$ cat src/rtl/pulse_gen_multi_pkg.sv
// Shared encodings for the multi-channel pulse generator.
// Per-channel FSM states and the trigger-mode values.
package pulse_gen_pkg;

   localparam logic [1:0] ST_IDLE   = 2'b00;
   localparam logic [1:0] ST_ACTIVE = 2'b01;
   localparam logic [1:0] ST_HOLD   = 2'b10;

   localparam logic MODE_ONESHOT = 1'b0;
   localparam logic MODE_RETRIG  = 1'b1;

   localparam int MAX_CHANNELS = 16;

endpackage

$ cat src/rtl/pulse_gen_multi_if.sv
// Control/status bundle between a sequencer (master) and the pulse generator (slave).
// Length field for channel i is len[i*LEN_W +: LEN_W].
interface pulse_gen_multi_if #(
   parameter int CHANNELS = 4,
   parameter int LEN_W    = 8
);
   logic [CHANNELS-1:0]       start;
   logic [CHANNELS*LEN_W-1:0] len;
   logic [CHANNELS-1:0]       mode;
   logic [CHANNELS-1:0]       abort;
   logic [CHANNELS-1:0]       pulse_out;
   logic [CHANNELS-1:0]       busy;
   logic [CHANNELS-1:0]       done;
   logic                      any_active;

   modport master (
      output start, len, mode, abort,
      input  pulse_out, busy, done, any_active
   );

   modport slave (
      input  start, len, mode, abort,
      output pulse_out, busy, done, any_active
   );
endinterface

$ cat src/rtl/pulse_gen_multi_chan.sv
// One pulse channel: IDLE/ACTIVE/HOLD FSM with an LEN_W down-counter.
// Latency 1 cycle from start to pulse; no backpressure, requests outside IDLE/retrigger are dropped.
module pulse_chan
   import pulse_gen_pkg::*;
#(
   parameter int LEN_W   = 8,
   parameter int HOLDOFF = 0
) (
   input  logic             clk,
   input  logic             rst,
   input  logic             start,
   input  logic [LEN_W-1:0] len,
   input  logic             mode,
   input  logic             abort,
   output logic             pulse_out,
   output logic             busy,
   output logic             done
);

   localparam logic [LEN_W-1:0] HOLD_LOAD = LEN_W'(HOLDOFF - 1);

   logic [1:0]       state;
   logic [LEN_W-1:0] cnt;
   logic             mode_q;
   logic             trig_ok;
   logic             retrig;

   assign trig_ok = start && (len != '0);
   // mode is the value latched at the last trigger, not the live input
   assign retrig  = (state == ST_ACTIVE) && (mode_q == MODE_RETRIG) && trig_ok;

   always_ff @(posedge clk) begin
      if (!rst) begin
         state  <= ST_IDLE;
         cnt    <= '0;
         mode_q <= MODE_ONESHOT;
      end else if (abort) begin
         state <= ST_IDLE;
         cnt   <= '0;
      end else begin
         case (state)
            ST_IDLE: begin
               if (trig_ok) begin
                  state  <= ST_ACTIVE;
                  cnt    <= len - 1'b1;
                  mode_q <= mode;
               end
            end
            ST_ACTIVE: begin
               if (retrig) begin
                  cnt    <= len - 1'b1;
                  mode_q <= mode;
               end else if (cnt == '0) begin
                  if (HOLDOFF > 0) begin
                     state <= ST_HOLD;
                     cnt   <= HOLD_LOAD;
                  end else begin
                     state <= ST_IDLE;
                  end
               end else begin
                  cnt <= cnt - 1'b1;
               end
            end
            ST_HOLD: begin
               if (cnt == '0) state <= ST_IDLE;
               else           cnt   <= cnt - 1'b1;
            end
            default: begin
               state <= ST_IDLE;
               cnt   <= '0;
            end
         endcase
      end
   end

   assign pulse_out = (state == ST_ACTIVE);
   assign busy      = (state != ST_IDLE);
   // a retrigger or abort on the final cycle means the pulse did not end here
   assign done      = (state == ST_ACTIVE) && (cnt == '0) && !retrig && !abort;

endmodule

$ cat src/rtl/pulse_gen_multi.sv
// CHANNELS independent pulse channels; start->pulse latency 1 cycle.
// No backpressure: each channel accepts or drops requests according to its own state.
module pulse_gen_multi
   import pulse_gen_pkg::*;
#(
   parameter int CHANNELS = 4,
   parameter int LEN_W    = 8,
   parameter int HOLDOFF  = 0
) (
   input  logic             clk,
   input  logic             rst,
   pulse_gen_multi_if.slave bus
);

   for (genvar i = 0; i < CHANNELS; i++) begin : g_chan
      pulse_chan #(
         .LEN_W   (LEN_W),
         .HOLDOFF (HOLDOFF)
      ) u_chan (
         .clk       (clk),
         .rst       (rst),
         .start     (bus.start[i]),
         .len       (bus.len[i*LEN_W +: LEN_W]),
         .mode      (bus.mode[i]),
         .abort     (bus.abort[i]),
         .pulse_out (bus.pulse_out[i]),
         .busy      (bus.busy[i]),
         .done      (bus.done[i])
      );
   end

   assign bus.any_active = |bus.pulse_out;

endmodule

$ cat src/flat_wrapper.sv
// flat-port wrapper written by rule: the top's interface ports become plain ports
module pulse_gen_multi_flat import pulse_gen_pkg::*;
#(
   parameter int CHANNELS = 4,
   parameter int LEN_W    = 8,
   parameter int HOLDOFF  = 0
)
  (clk, rst, bus_start, bus_len, bus_mode, bus_abort, bus_pulse_out, bus_busy, bus_done, bus_any_active);
  pulse_gen_multi_if #(.CHANNELS(CHANNELS), .LEN_W(LEN_W)) bus_i ();
  input  logic clk;
  input  logic rst;
  input wire logic [$bits(bus_i.start)-1:0] bus_start;
  input wire logic [$bits(bus_i.len)-1:0] bus_len;
  input wire logic [$bits(bus_i.mode)-1:0] bus_mode;
  input wire logic [$bits(bus_i.abort)-1:0] bus_abort;
  output wire logic [$bits(bus_i.pulse_out)-1:0] bus_pulse_out;
  output wire logic [$bits(bus_i.busy)-1:0] bus_busy;
  output wire logic [$bits(bus_i.done)-1:0] bus_done;
  output wire logic [$bits(bus_i.any_active)-1:0] bus_any_active;
  assign bus_i.start = bus_start;
  assign bus_i.len = bus_len;
  assign bus_i.mode = bus_mode;
  assign bus_i.abort = bus_abort;
  assign bus_pulse_out = bus_i.pulse_out;
  assign bus_busy = bus_i.busy;
  assign bus_done = bus_i.done;
  assign bus_any_active = bus_i.any_active;
  pulse_gen_multi #(.CHANNELS(CHANNELS), .LEN_W(LEN_W), .HOLDOFF(HOLDOFF)) u_core (.clk(clk), .rst(rst), .bus(bus_i));
endmodule
$ cat config.mk
export PLATFORM = sky130hd
export DESIGN_NAME = pulse_gen_multi_flat
export DESIGN_NICKNAME = d
export VERILOG_FILES = /design/src/rtl/pulse_gen_multi_pkg.sv /design/src/rtl/pulse_gen_multi_if.sv /design/src/rtl/pulse_gen_multi_chan.sv /design/src/rtl/pulse_gen_multi.sv /design/src/flat_wrapper.sv
export SDC_FILE = /design/constraint.sdc
export NUM_CORES = 1
export LEC_CHECK = 0
export ABC_AREA = 1
export CORE_ASPECT_RATIO = 2
export CORE_MARGIN = 5
export CORE_UTILIZATION = 54
export DETAILED_ROUTE_END_ITERATION = 12
export GPL_TIMING_DRIVEN = 0
export PLACE_DENSITY = 0.81
export SLEW_MARGIN = 20
export SYNTH_ARGS = -nofsm -noshare
export SYNTH_HDL_FRONTEND = slang
export SYNTH_SLANG_ARGS = --single-unit
$ cat constraint.sdc
create_clock -name clk -period 2.2 [get_ports clk]
set_input_delay 0.55 -clock clk [delete_from_list [all_inputs] [get_ports clk]]
set_output_delay 0.55 -clock clk [all_outputs]
set_load 0.01 [all_outputs]
==> load_flow_metrics.sql, run 1 <==
INSERT INTO impl_metrics (metric_group, metric, value, unit) VALUES
('final_layout', 'insertedDiodeCount', '0', ''),
('clock_network', 'clkTransAtPathRegs', '60', 'ps'),
('setup_path', 'dominant_delay_contributor_by_cell_family_on_the_critical_path', 'buffers and inverters', ''),
('setup_path', 'timing.setup.critical_path_class', 'in -> out', ''),
('setup_path', 'crit_path_start_kind', 'primary input', ''),
('setup_path', 'arrival', '1590', 'ps'),
('clock_network', 'cts.path.max_buffers', '2', ''),
('setup_path', 'critPathSlowestCell', 'dlygate4sd2_1', ''),
('route', 'router_iterations_before_antenna_repair', '4', ''),
('grt', 'grtUsageTotal', '23.5', '%'),
('synth', 'syn-cell-area', '3420', 'um^2'),
('clock_network', 'clock-sinks', '40', ''),
('setup_path', 'worstPathCellList', 'dlygate4sd2_1 -> inv_2 -> ha_4 -> inv_2 -> nor2_4 -> nand2_2 -> nand3_4 -> nand2_4 -> nor2_2 -> buf_6', ''),
('setup_path', 'critical_path_max_stage_delay', '240', 'ps'),
('setup_path', 'critical_path.max_fanout', '2', ''),
('final_layout', 'drive_gt1_share', '22.9', '%'),
('route', 'met1Wirelength', '3460', 'um'),
('synth', 'synthDominantAreaCellType', 'dfxtp_1', ''),
('timing', 'final-setup-viol-count', '0', ''),
('synth', 'ys_warn_count', '0', ''),
('route', 'post_route_drc_violation_count', '0', ''),
('timing', 'timing.final.max_slew_violations', '0', ''),
('setup_path', 'timing.reg2reg.setup_slack', '440', 'ps'),
('place', 'port_buffers', '58', ''),
('timing', 'max_clock_freq', '466', 'MHz'),
('place', 'dpl_cell_area', '4110', 'um^2'),
('power', 'overall_power', '2.31', 'mW'),
('run_status', 'result_of_the_run', 'completed', ''),
('setup_path', 'cp.buffers_inverters', '4', ''),
('setup_path', 'timing.critical_path.required', '1650', 'ps'),
('route', 'route.antenna.remaining_nets', '0', ''),
('floorplan', 'die_w', '66.3', 'um'),
('clock_network', 'tritoncts_clock_tree', 'done', ''),
('synth', 'synth_async_sr_flop_share', '0', '%'),
('timing', 'fin_crit_sh', '97.5', '%'),
('route', 'route.detailed.vias_per_inst', '5.10', ''),
('timing', 'min_period', '2140', 'ps'),
('synth', 'synth.most_common_cell', 'nand2_1', ''),
('route', 'drt_iter0_drc', '190', ''),
('hold_path', 'hold_class', 'reg -> reg', ''),
('timing', 'slew-limit-headroom', '69.5', '%'),
('place', 'gp_routability_congestion', '0.942', ''),
('final_layout', 'finish.instance_area', '4620', 'um^2'),
('final_layout', 'utilization', '73.9', '%'),
('final_layout', 'multi_input_area', '2320', 'um^2'),
('final_layout', 'nNetsFinal', '696', ''),
('clock_network', 'cts_inserted_buffers', '5', ''),
('timing', 'setup_tns', '0', 'ps'),
('clock_network', 'cts_htree_levels', '2', ''),
('floorplan', 'chipHeight', '122', 'um'),
('route', 'routed_wl', '9520', 'um'),
('place', 'hpwlAfterDp', '6710', 'um'),
('floorplan', 'initial_utilization', '54.6', '%'),
('grt', 'first_global_vias', '3673', ''),
('setup_path', 'timing.critical_path.to_type', 'output port', ''),
('timing', 'worst_slew_pin_slew', '456', 'ps'),
('route', 'met2_wirelength', '5460', 'um'),
('synth', 'netlist_top_cells_area', 'dfxtp_1 (23%), nand2_1 (14%), nand3_1 (8.6%)', ''),
('synth', 'ys_top_cells_by_count', 'nand2_1 (126), nor2_1 (74), nand3_1 (59), inv_1 (57), dfxtp_1 (40)', ''),
('clock_network', 'cts_root_buffer', 'clkbuf_16', ''),
('synth', 'postSynthCellCount', '540', ''),
('floorplan', 'ioPinCount', '59', ''),
('synth', 'synth-seq-cells', '40', ''),
('power', 'power_density', '499', 'nW/um^2'),
('clock_network', 'clk_lat_worst_skew', '280', 'ps'),
('synth', 'primary_ff_master_synth', 'dfxtp_1', ''),
('flow_run', 'timing.max_cap.violations', '0', ''),
('grt', 'grt_first_pass_wirelength', '15300', 'um'),
('final_layout', 'filler_cell_count', '506', ''),
('floorplan', 'die_area', '8120', 'um^2'),
('grt', 'global_route.overflow_total', '0', '');
## registers in the layout (all words and copies together), names as in the netlist
name                         count
u_core.g_chan.u_chan.mode_q      4
u_core.g_chan.u_chan.cnt        32
u_core.g_chan.u_chan.state       4
## stage by stage
stage | instances | hold slack, ps | setup slack (ps)
after floorplan | 540 | 419 | 150
after global placement | 684 | 432 | -921
after detailed placement | 684 | 440 | -959
after CTS | 717 | 451 | -0.539
after global routing | 724 | 470 | -5.40
final | 724 | 451 | 55.1
## final cells by class
class / count / share of cell area (%)
timing repair buffer: 94 / 17.7
buffer: 15 / 2.76
multi-input combinational: 405 / 50.3
tap: 86 / 2.33
sequential: 40 / 17.3
clock buffer: 7 / 3.30
inverter: 77 / 6.31
## tightest hold or removal path, stage by stage (launching register included)
cell,delay (ps)
dfxtp_1,310
nand2_1,60
nand2_1,40
## cell families (layout without fill, tap and decap cells)
logic type,count (synthesis),in the layout,synth area share [%]
adders and majority gates,12,12,4.39
DFF,40,40,23.4
AOI/OAI and AO/OA,44,44,6.66
xor gates and xnor gates,36,36,9.23
buffers and inverters,95,193,12.9
and+or+nand+nor,313,313,43.4
## path summary, 6_finish.rpt
kind,end,depth (start not counted),start
max,bus_done[3],10,bus_len[25]
min,u_core.g_chan[1].u_chan.cnt[1]$_SDFFE_PP0P_,2,u_core.g_chan[1].u_chan.cnt[1]$_SDFFE_PP0P_
max reg2reg,u_core.g_chan[0].u_chan.cnt[2]$_SDFFE_PP0P_,12,u_core.g_chan[0].u_chan.cnt[0]$_SDFFE_PP0P_
min reg2reg,u_core.g_chan[1].u_chan.cnt[1]$_SDFFE_PP0P_,2,u_core.g_chan[1].u_chan.cnt[1]$_SDFFE_PP0P_
## layout by cell type (no fill, tap or decap), types with 22 or more instances in the layout
| master | n |
|---|---|
| buf_4 | 47 |
| nor2_1 | 66 |
| xor2_1 | 23 |
| dfxtp_1 | 40 |
| o21ai_1 | 25 |
| inv_2 | 30 |
| inv_1 | 44 |
| nand3_1 | 59 |
| clkdlybuf4s50_1 | 22 |
| dlygate4sd2_1 | 29 |
| nand2_1 | 124 |
## layer usage
| metal | vias to the layer above | global-route usage, % |
|---|---|---|
| li1 | 1885 | - |
| met1 | 1694 | 22.6 |
| met2 | 99 | 47.9 |
| met3 | 17 | 3.02 |
| met4 | 0 | 8.52 |
| met5 | - | 0 |
## timing repair
| action | 4_1_cts | 5_1_grt |
|---|---|---|
| buffers inserted | 28 | 8 |
| pin swaps | 22 | 15 |
| gates resized for setup | 89 | 10 |
| endpoints found under the hold margin | 0 | 0 |
| endpoints found under the setup margin | 4 | 4 |
## where the power goes
part	leakage, nW	switching, mW	internal, mW
sequential	0.327	0.0393	0.767
combinational	1.85	0.415	0.322
clock	0.0760	0.287	0.476
total	2.25	0.742	1.57
Power figures use the tool's default switching activity.
==> run 2, diff against run 1 <==
Settings changed: PLACE_DENSITY 0.81 to 0.89.
==> run 2 against run 1 <==
Against the previous run: setup slack worse by 17 ps; die area unchanged; highest routed layer unchanged; critical endpoint is now bus_done[0]; clock power up 18%; via count up 3.1%; cell count up 0.14%; critical path type is now reg -> out; power up 6.7%; core utilization up 1.0 points; global-route usage up 0.64 points; count of clock-buffer cells in the layout unchanged.
==> load_flow_metrics.sql, run 2 (synthesized netlist as in run 1, its figures left out) <==
INSERT INTO impl_metrics (metric_group, metric, value, unit) VALUES
('timing', 'fin_crit_sh', '98.3', '%'),
('timing', 'max_clock_freq', '463', 'MHz'),
('place', 'hpwlAfterDp', '6680', 'um'),
('place', 'dpl_cell_area', '4110', 'um^2'),
('clock_network', 'clock-sinks', '40', ''),
('floorplan', 'die_w', '66.3', 'um'),
('setup_path', 'timing.critical_path.to_type', 'output port', ''),
('final_layout', 'largest_reg_flops', '32', ''),
('setup_path', 'critPathSlowestCell', 'dfxtp_1', ''),
('power', 'power.switching_fraction', '31.2', '%'),
('grt', 'global_route.overflow_total', '0', ''),
('power', 'power_density', '525', 'nW/um^2'),
('place', 'numPlacedInstances', '684', ''),
('final_layout', 'drive_gt1_share', '24.6', '%'),
('route', 'route.detailed.wl_per_inst', '13.4', 'um'),
('final_layout', 'top_regs', 'u_core.g_chan.u_chan.cnt: 32 flops, u_core.g_chan.u_chan.mode_q: 4 flops, u_core.g_chan.u_chan.state: 4 flops', ''),
('setup_path', 'timing.setup.critical_path_class', 'reg -> out', ''),
('setup_path', 'cp.buffers_inverters', '3', ''),
('power', 'peakVddDrop', '0.473', 'mV'),
('setup_path', 'crit_path_start_kind', 'flop', ''),
('setup_path', 'timing.reg2reg.setup_slack', '450', 'ps'),
('power', 'p_leak', '2.27', 'nW'),
('clock_network', 'cts_htree_levels', '2', ''),
('power', 'overall_power', '2.46', 'mW'),
('clock_network', 'tritoncts_clock_tree', 'done', ''),
('clock_network', 'clkTransAtPathRegs', '60', 'ps'),
('final_layout', 'layout.cells.most_common', 'nand2_1', ''),
('floorplan', 'core_area', '6260', 'um^2'),
('floorplan', 'ioPinCount', '59', ''),
('final_layout', 'utilization', '74.9', '%'),
('floorplan', 'die_area', '8120', 'um^2'),
('timing', 'worst_clk_skew', '3.19', 'ps'),
('timing', 'worst_slew_pin_slew', '481', 'ps'),
('grt', 'initial_antenna_violation_count', '0', ''),
('final_layout', 'insertedDiodeCount', '0', ''),
('floorplan', 'num_rows', '41', ''),
('route', 'post_route_drc_violation_count', '0', ''),
('route', 'route.antenna.remaining_nets', '0', ''),
('flow_run', 'timing.max_cap.violations', '0', ''),
('grt', 'grtUsageTotal', '24.2', '%'),
('setup_path', 'timing.rr.end', 'u_core.g_chan[3].u_chan.cnt[6]$_SDFFE_PP0P_', ''),
('route', 'routed_wl', '9690', 'um'),
('route', 'drt_iter0_drc', '251', ''),
('final_layout', 'nNetsFinal', '696', ''),
('setup_path', 'critical_path_max_stage_delay', '310', 'ps'),
('hold_path', 'hold_class', 'reg -> reg', ''),
('place', 'port_buffers', '58', ''),
('timing', 'slew-limit-headroom', '67.8', '%'),
('final_layout', 'finish.instance_area', '4680', 'um^2'),
('setup_path', 'critical_r2r_launch', 'u_core.g_chan[3].u_chan.cnt[0]$_SDFFE_PP0P_', ''),
('setup_path', 'setup.worst_path.start', 'u_core.g_chan[0].u_chan.cnt[0]$_SDFFE_PP0P_', ''),
('clock_network', 'clk_lat_worst_skew', '290', 'ps'),
('setup_path', 'arrival', '1610', 'ps'),
('power', 'power.share.clock', '36.5', '%'),
('final_layout', 'syn_to_final_growth', '37.1', '%'),
('power', 'internal_power', '1.69', 'mW'),
('timing', 'timing.final.max_slew_violations', '0', ''),
('timing', 'hold_ws', '449', 'ps'),
('final_layout', 'finalNonFillerCells', '725', ''),
('clock_network', 'cts.path.max_buffers', '2', ''),
('final_layout', 'layout_common_cells', 'nand2_1 (121), nor2_1 (64), nand3_1 (59)', ''),
('setup_path', 'worstPathCellList', 'inv_1 -> ha_1 -> nand2_1 -> nor3_2 -> nand2_4 -> nor2_4 -> buf_4 -> buf_6', ''),
('grt', 'grt_start_max_net_pins', '13', ''),
('grt', 'first_global_vias', '3796', ''),
('timing', 'min_period', '2160', 'ps'),
('setup_path', 'worst_r2r_path_depth', '11', ''),
('grt', 'grt_first_pass_wirelength', '15600', 'um'),
('floorplan', 'chipHeight', '122', 'um'),
('setup_path', 'dominant_delay_contributor_by_cell_family_on_the_critical_path', 'simple AND/OR/NAND/NOR gates', ''),
('power', 'switchingPower', '0.767', 'mW'),
('setup_path', 'timing.critical_path.required', '1650', 'ps'),
('timing', 'final-setup-viol-count', '0', ''),
('setup_path', 'critical_path.max_fanout', '6', ''),
('route', 'router_iterations_before_antenna_repair', '5', ''),
('clock_network', 'cts_root_buffer', 'clkbuf_16', ''),
('place', 'gp_routability_congestion', '0.961', ''),
('final_layout', 'filler_cell_count', '516', ''),
('power', 'pwr-share-comb', '30.6', '%'),
('route', 'detailroute.via_count', '3808', ''),
('setup_path', 'worstSetupPathDepth', '8', ''),
('run_status', 'result_of_the_run', 'completed', ''),
('route', 'route.detailed.vias_per_inst', '5.25', ''),
('clock_network', 'cts_inserted_buffers', '5', ''),
('final_layout', 'registers.top_by_ff_count', 'u_core.g_chan.u_chan.cnt', ''),
('floorplan', 'initial_utilization', '54.6', '%'),
('setup_path', 'critPathCapture', 'bus_done[0]', ''),
('power', 'power_frac_seq', '32.9', '%'),
('timing', 'report.final.hold_viol_count', '0', '');
## run 2: changes by cell type in the layout (fill, tap and decap cells not counted), sizes merged
cell / previous run / this run
clkbuf: 8 / 11
dlygate4sd2: 29 / 21
bufinv: 0 / 1
clkdlybuf4s15: 1 / 6
## run 2: worst min-delay path by stage
| stage | start | end | slack [ps] | cells past startpoint |
|---|---|---|---|---|
| 2_1_floorplan | u_core.g_chan[1].u_chan.cnt[1]$_SDFFE_PP0P_ | u_core.g_chan[1].u_chan.cnt[1]$_SDFFE_PP0P_ | 420 | 2 |
| 3_3_place_gp | u_core.g_chan[1].u_chan.cnt[1]$_SDFFE_PP0P_ | u_core.g_chan[1].u_chan.cnt[1]$_SDFFE_PP0P_ | 430 | 2 |
| 3_5_place_dp | u_core.g_chan[1].u_chan.cnt[1]$_SDFFE_PP0P_ | u_core.g_chan[1].u_chan.cnt[1]$_SDFFE_PP0P_ | 440 | 2 |
| 4_1_cts | u_core.g_chan[1].u_chan.cnt[1]$_SDFFE_PP0P_ | u_core.g_chan[1].u_chan.cnt[1]$_SDFFE_PP0P_ | 450 | 2 |
| 5_1_grt | u_core.g_chan[1].u_chan.cnt[1]$_SDFFE_PP0P_ | u_core.g_chan[1].u_chan.cnt[1]$_SDFFE_PP0P_ | 480 | 2 |
| 6_report | u_core.g_chan[1].u_chan.cnt[1]$_SDFFE_PP0P_ | u_core.g_chan[1].u_chan.cnt[1]$_SDFFE_PP0P_ | 450 | 2 |
## run 2: what timing repair did
action	CTS	global route
pin swaps	22	18
endpoints found under the setup margin	5	5
gates resized for setup	94	28
hold endpoints to repair	0	0
buffers inserted	25	10
hold buffers	0	0
## run 2: layer usage
| metal | GRT usage, % | vias up | part of all wire, % |
|---|---|---|---|
| met1 | 24.0 | 1716 | 36 |
| met2 | 44.8 | 156 | 54 |
| met3 | 2.47 | 43 | 4.2 |
| met4 | 16.9 | 0 | 5.3 |
| li1 | - | 1893 | - |
| met5 | 0 | - | 0 |
## run 2: through the flow
stage | setup WS, ps | TNS (ps)
2_1_floorplan | 150 | 0
3_3_place_gp | -941 | -5620
4_1_cts | 1.07 | 0
5_1_grt | -26.1 | -46.8
3_5_place_dp | -950 | -7270
6_report | 38.1 | 0
## run 2: final cells by class
type                            instances  area (um^2)  area share (%)
Multi-Input combinational cell        405         2360            50.3
Sequential cell                        40          802            17.1
Timing Repair Buffer                   93          801            17.1
Inverter                               77          294            6.28
Clock buffer                            7          153            3.26
Buffer                                 16          139            2.96
Tap cell                               86          108            2.30
Clock inverter                          1         30.0           0.641
## run 2: power groups by stage
stage                     registers, mW  clock network, mW  logic [mW]
after CTS                         0.807              0.901       0.714
after global placement            0.820                  0       0.654
after floorplan                   0.812                  0       0.459
after global routing              0.815              0.936       0.834
final                             0.810              0.898       0.753
after detailed placement          0.822                  0       0.671
## run 2: tightest hold or removal path: cells and delay by family, from the launching register on
| family | cells | cell delay, ps |
|---|---|---|
| flip-flops | 1 | 310 |
| AND/OR/NAND/NOR | 2 | 100 |
==> run 3, diff against run 2 <==
--- a/config.mk
+++ b/config.mk
@@ -8,8 +8,10 @@
 export ABC_AREA = 1
+export CELL_PAD_IN_SITES_DETAIL_PLACEMENT = 1
+export CELL_PAD_IN_SITES_GLOBAL_PLACEMENT = 1
 export CORE_ASPECT_RATIO = 2
 export CORE_MARGIN = 5
-export CORE_UTILIZATION = 54
+export CORE_UTILIZATION = 37
 export DETAILED_ROUTE_END_ITERATION = 12
 export GPL_TIMING_DRIVEN = 0
-export PLACE_DENSITY = 0.89
+export PLACE_DENSITY = 0.88
 export SLEW_MARGIN = 20
--- a/constraint.sdc
+++ b/constraint.sdc
@@ -3,2 +3,2 @@
 set_output_delay 0.55 -clock clk [all_outputs]
-set_load 0.01 [all_outputs]
+set_load 0.1 [all_outputs]
==> run 3 against run 2 <==
Against the previous run: largest power group is now combinational cells; power grew 8.1%; the run now ends with negative setup slack left; via count grew 7.0%; highest routed layer unchanged; wire length grew 41%; core utilization shrank 20 points.
==> load_flow_metrics.sql, run 3 (synthesized netlist as in run 1, its figures left out) <==
INSERT INTO impl_metrics (metric_group, metric, value, unit) VALUES
('final_layout', 'layout_common_cells', 'nand2_1 (120), buf_4 (72), nor2_1 (63)', ''),
('final_layout', 'largest_reg_flops', '32', ''),
('clock_network', 'post_cts_hold_buffer_count', '0', ''),
('grt', 'grt_start_max_net_pins', '13', ''),
('clock_network', 'clock-sinks', '40', ''),
('setup_path', 'timing.critical_path.required', '1650', 'ps'),
('timing', 'final-setup-viol-count', '1', ''),
('grt', 'first_global_vias', '4437', ''),
('hold_path', 'min_path_cells', '2', ''),
('final_layout', 'drive_gt1_share', '32.7', '%'),
('timing', 'timing.final.max_slew_violations', '0', ''),
('run_status', 'violations', 'negative setup slack', ''),
('floorplan', 'die_area', '11400', 'um^2'),
('final_layout', 'seq_area', '803', 'um^2'),
('clock_network', 'cts_inserted_buffers', '5', ''),
('final_layout', 'multi_input_area', '2410', 'um^2'),
('setup_path', 'timing.rr.end', 'u_core.g_chan[3].u_chan.cnt[4]$_SDFFE_PP0P_', ''),
('setup_path', 'critical_path.max_fanout', '3', ''),
('grt', 'grt_first_pass_wirelength', '20300', 'um'),
('floorplan', 'core_area', '9010', 'um^2'),
('flow_run', 'timing.max_cap.violations', '0', ''),
('place', 'hpwlAfterDp', '8630', 'um'),
('clock_network', 'cts_htree_levels', '2', ''),
('grt', 'initial_antenna_violation_count', '0', ''),
('timing', 'max_clock_freq', '446', 'MHz'),
('power', 'p_leak', '2.43', 'nW'),
('clock_network', 'cts.path.max_buffers', '2', ''),
('grt', 'grtUsageTotal', '21.8', '%'),
('place', 'gp_routability_congestion', '0.828', ''),
('timing', 'worst_clk_skew', '7.49', 'ps'),
('timing', 'hold_ws', '467', 'ps'),
('route', 'route.detailed.wl_per_inst', '17.8', 'um'),
('route', 'route.detailed.vias_per_inst', '5.31', ''),
('power', 'power_density', '535', 'nW/um^2'),
('setup_path', 'crit_path_start_kind', 'primary input', ''),
('final_layout', 'filler_cell_count', '1165', ''),
('timing', 'fin_crit_sh', '102', '%'),
('final_layout', 'layout.cells.most_common', 'nand2_1', ''),
('setup_path', 'setup.worst_path.start', 'bus_len[20]', ''),
('final_layout', 'registers.top_by_ff_count', 'u_core.g_chan.u_chan.cnt', ''),
('setup_path', 'critical_r2r_launch', 'u_core.g_chan[3].u_chan.state[0]$_SDFFE_PP0P_', ''),
('final_layout', 'nNetsFinal', '723', ''),
('route', 'detailroute.via_count', '4076', ''),
('hold_path', 'hold_class', 'reg -> reg', ''),
('hold_path', 'worst_hold_startpoint', 'u_core.g_chan[1].u_chan.cnt[1]$_SDFFE_PP0P_', ''),
('floorplan', 'num_rows', '49', ''),
('power', 'peakVddDrop', '0.274', 'mV'),
('final_layout', 'syn_to_final_growth', '45.4', '%'),
('final_layout', 'top_regs', 'u_core.g_chan.u_chan.cnt: 32 flops, u_core.g_chan.u_chan.mode_q: 4 flops, u_core.g_chan.u_chan.state: 4 flops', ''),
('timing', 'slew-limit-headroom', '36.2', '%'),
('final_layout', 'insertedDiodeCount', '0', ''),
('clock_network', 'clkTransAtPathRegs', '60', 'ps'),
('setup_path', 'timing.setup.critical_path_class', 'in -> out', ''),
('route', 'drt_iter0_drc', '162', ''),
('clock_network', 'tritoncts_clock_tree', 'done', ''),
('clock_network', 'clk_lat_worst_skew', '290', 'ps'),
('timing', 'report.final.hold_viol_count', '0', ''),
('timing', 'post-route-worst-setup-slack', '-43.0', 'ps'),
('route', 'router_iterations_before_antenna_repair', '4', ''),
('route', 'routed_wl', '13600', 'um'),
('grt', 'global_route.overflow_total', '0', ''),
('floorplan', 'chipHeight', '146', 'um'),
('route', 'route.antenna.remaining_nets', '0', ''),
('floorplan', 'die_w', '78.0', 'um'),
('setup_path', 'timing.critical_path.to_type', 'output port', ''),
('floorplan', 'ioPinCount', '59', ''),
('timing', 'min_period', '2240', 'ps'),
('timing', 'worst_slew_pin_slew', '961', 'ps'),
('run_status', 'result_of_the_run', 'complete, but fails checks', ''),
('setup_path', 'worst_r2r_path_depth', '12', ''),
('route', 'post_route_drc_violation_count', '0', ''),
('setup_path', 'timing.reg2reg.setup_slack', '300', 'ps'),
('clock_network', 'cts_root_buffer', 'clkbuf_16', ''),
('setup_path', 'arrival', '1690', 'ps'),
('floorplan', 'initial_utilization', '37.9', '%'),
('hold_path', 'hold-path-endpoint', 'u_core.g_chan[1].u_chan.cnt[1]$_SDFFE_PP0P_', ''),
('final_layout', 'utilization', '55.1', '%'),
('place', 'port_buffers', '58', '');
[run 3: layout make-up]
type	instances	share of cell area [%]
Clock inverter	1	0.604
Multi-Input combinational cell	405	48.4
Buffer	15	2.59
Inverter	77	5.87
Clock buffer	7	3.07
Sequential cell	40	16.2
Timing Repair Buffer	121	20.7
Tap cell	102	2.57
[run 3: where the power goes]
part	total [mW]	switching, mW	internal (mW)
Combinational	0.934	0.576	0.358
Clock	0.912	0.314	0.598
Sequential	0.814	0.0464	0.768
Total	2.66	0.937	1.72
[run 3: worst max-delay path by stage]
stage / endpoint / slack [ps] / cells past startpoint
floorplan: bus_done[1] / 5 / 9
global placement: bus_done[1] / -1600 / 11
detailed placement: bus_done[1] / -1630 / 11
CTS: bus_done[1] / -60 / 7
global route: bus_done[2] / -90 / 6
finish: bus_done[2] / -40 / 7
[run 3: layer usage]
| layer | GRT usage, % | part of all wire [%] |
|---|---|---|
| met3 | 2.54 | 3.1 |
| met1 | 19.2 | 34 |
| met4 | 13.1 | 4.3 |
| met5 | 0 | 0 |
| met2 | 44.0 | 59 |
[run 3: critical path: stages]
cell and delay [ps]:
clkdlybuf4s15_1 230, nor2_2 210, nand4_4 160, nand3b_4 120, nand3_4 80, nor2_4 140
buf_12 190
[run 3: timing repair]
action,4_1_cts,5_1_grt
resized for setup,177,39
pin swaps,30,24
buffers inserted,46,17
setup endpoints to repair,13,8
cloned,0,0
[run 3: per-stage QoR]
stage / setup TNS (ps) / cell area (um^2) / cells / total power, mW / setup slack (ps)
6_report: -43.0 / 4970 / 768 / 2.66 / -43.0
5_1_grt: -158 / 4970 / 768 / 2.78 / -85.7
4_1_cts: -59.6 / 4810 / 752 / 2.60 / -59.6
3_5_place_dp: -13230 / 4130 / 700 / 1.61 / -1630
3_3_place_gp: -11100 / 4130 / 700 / 1.58 / -1600
2_1_floorplan: 0 / 3420 / 540 / 1.36 / 4.80
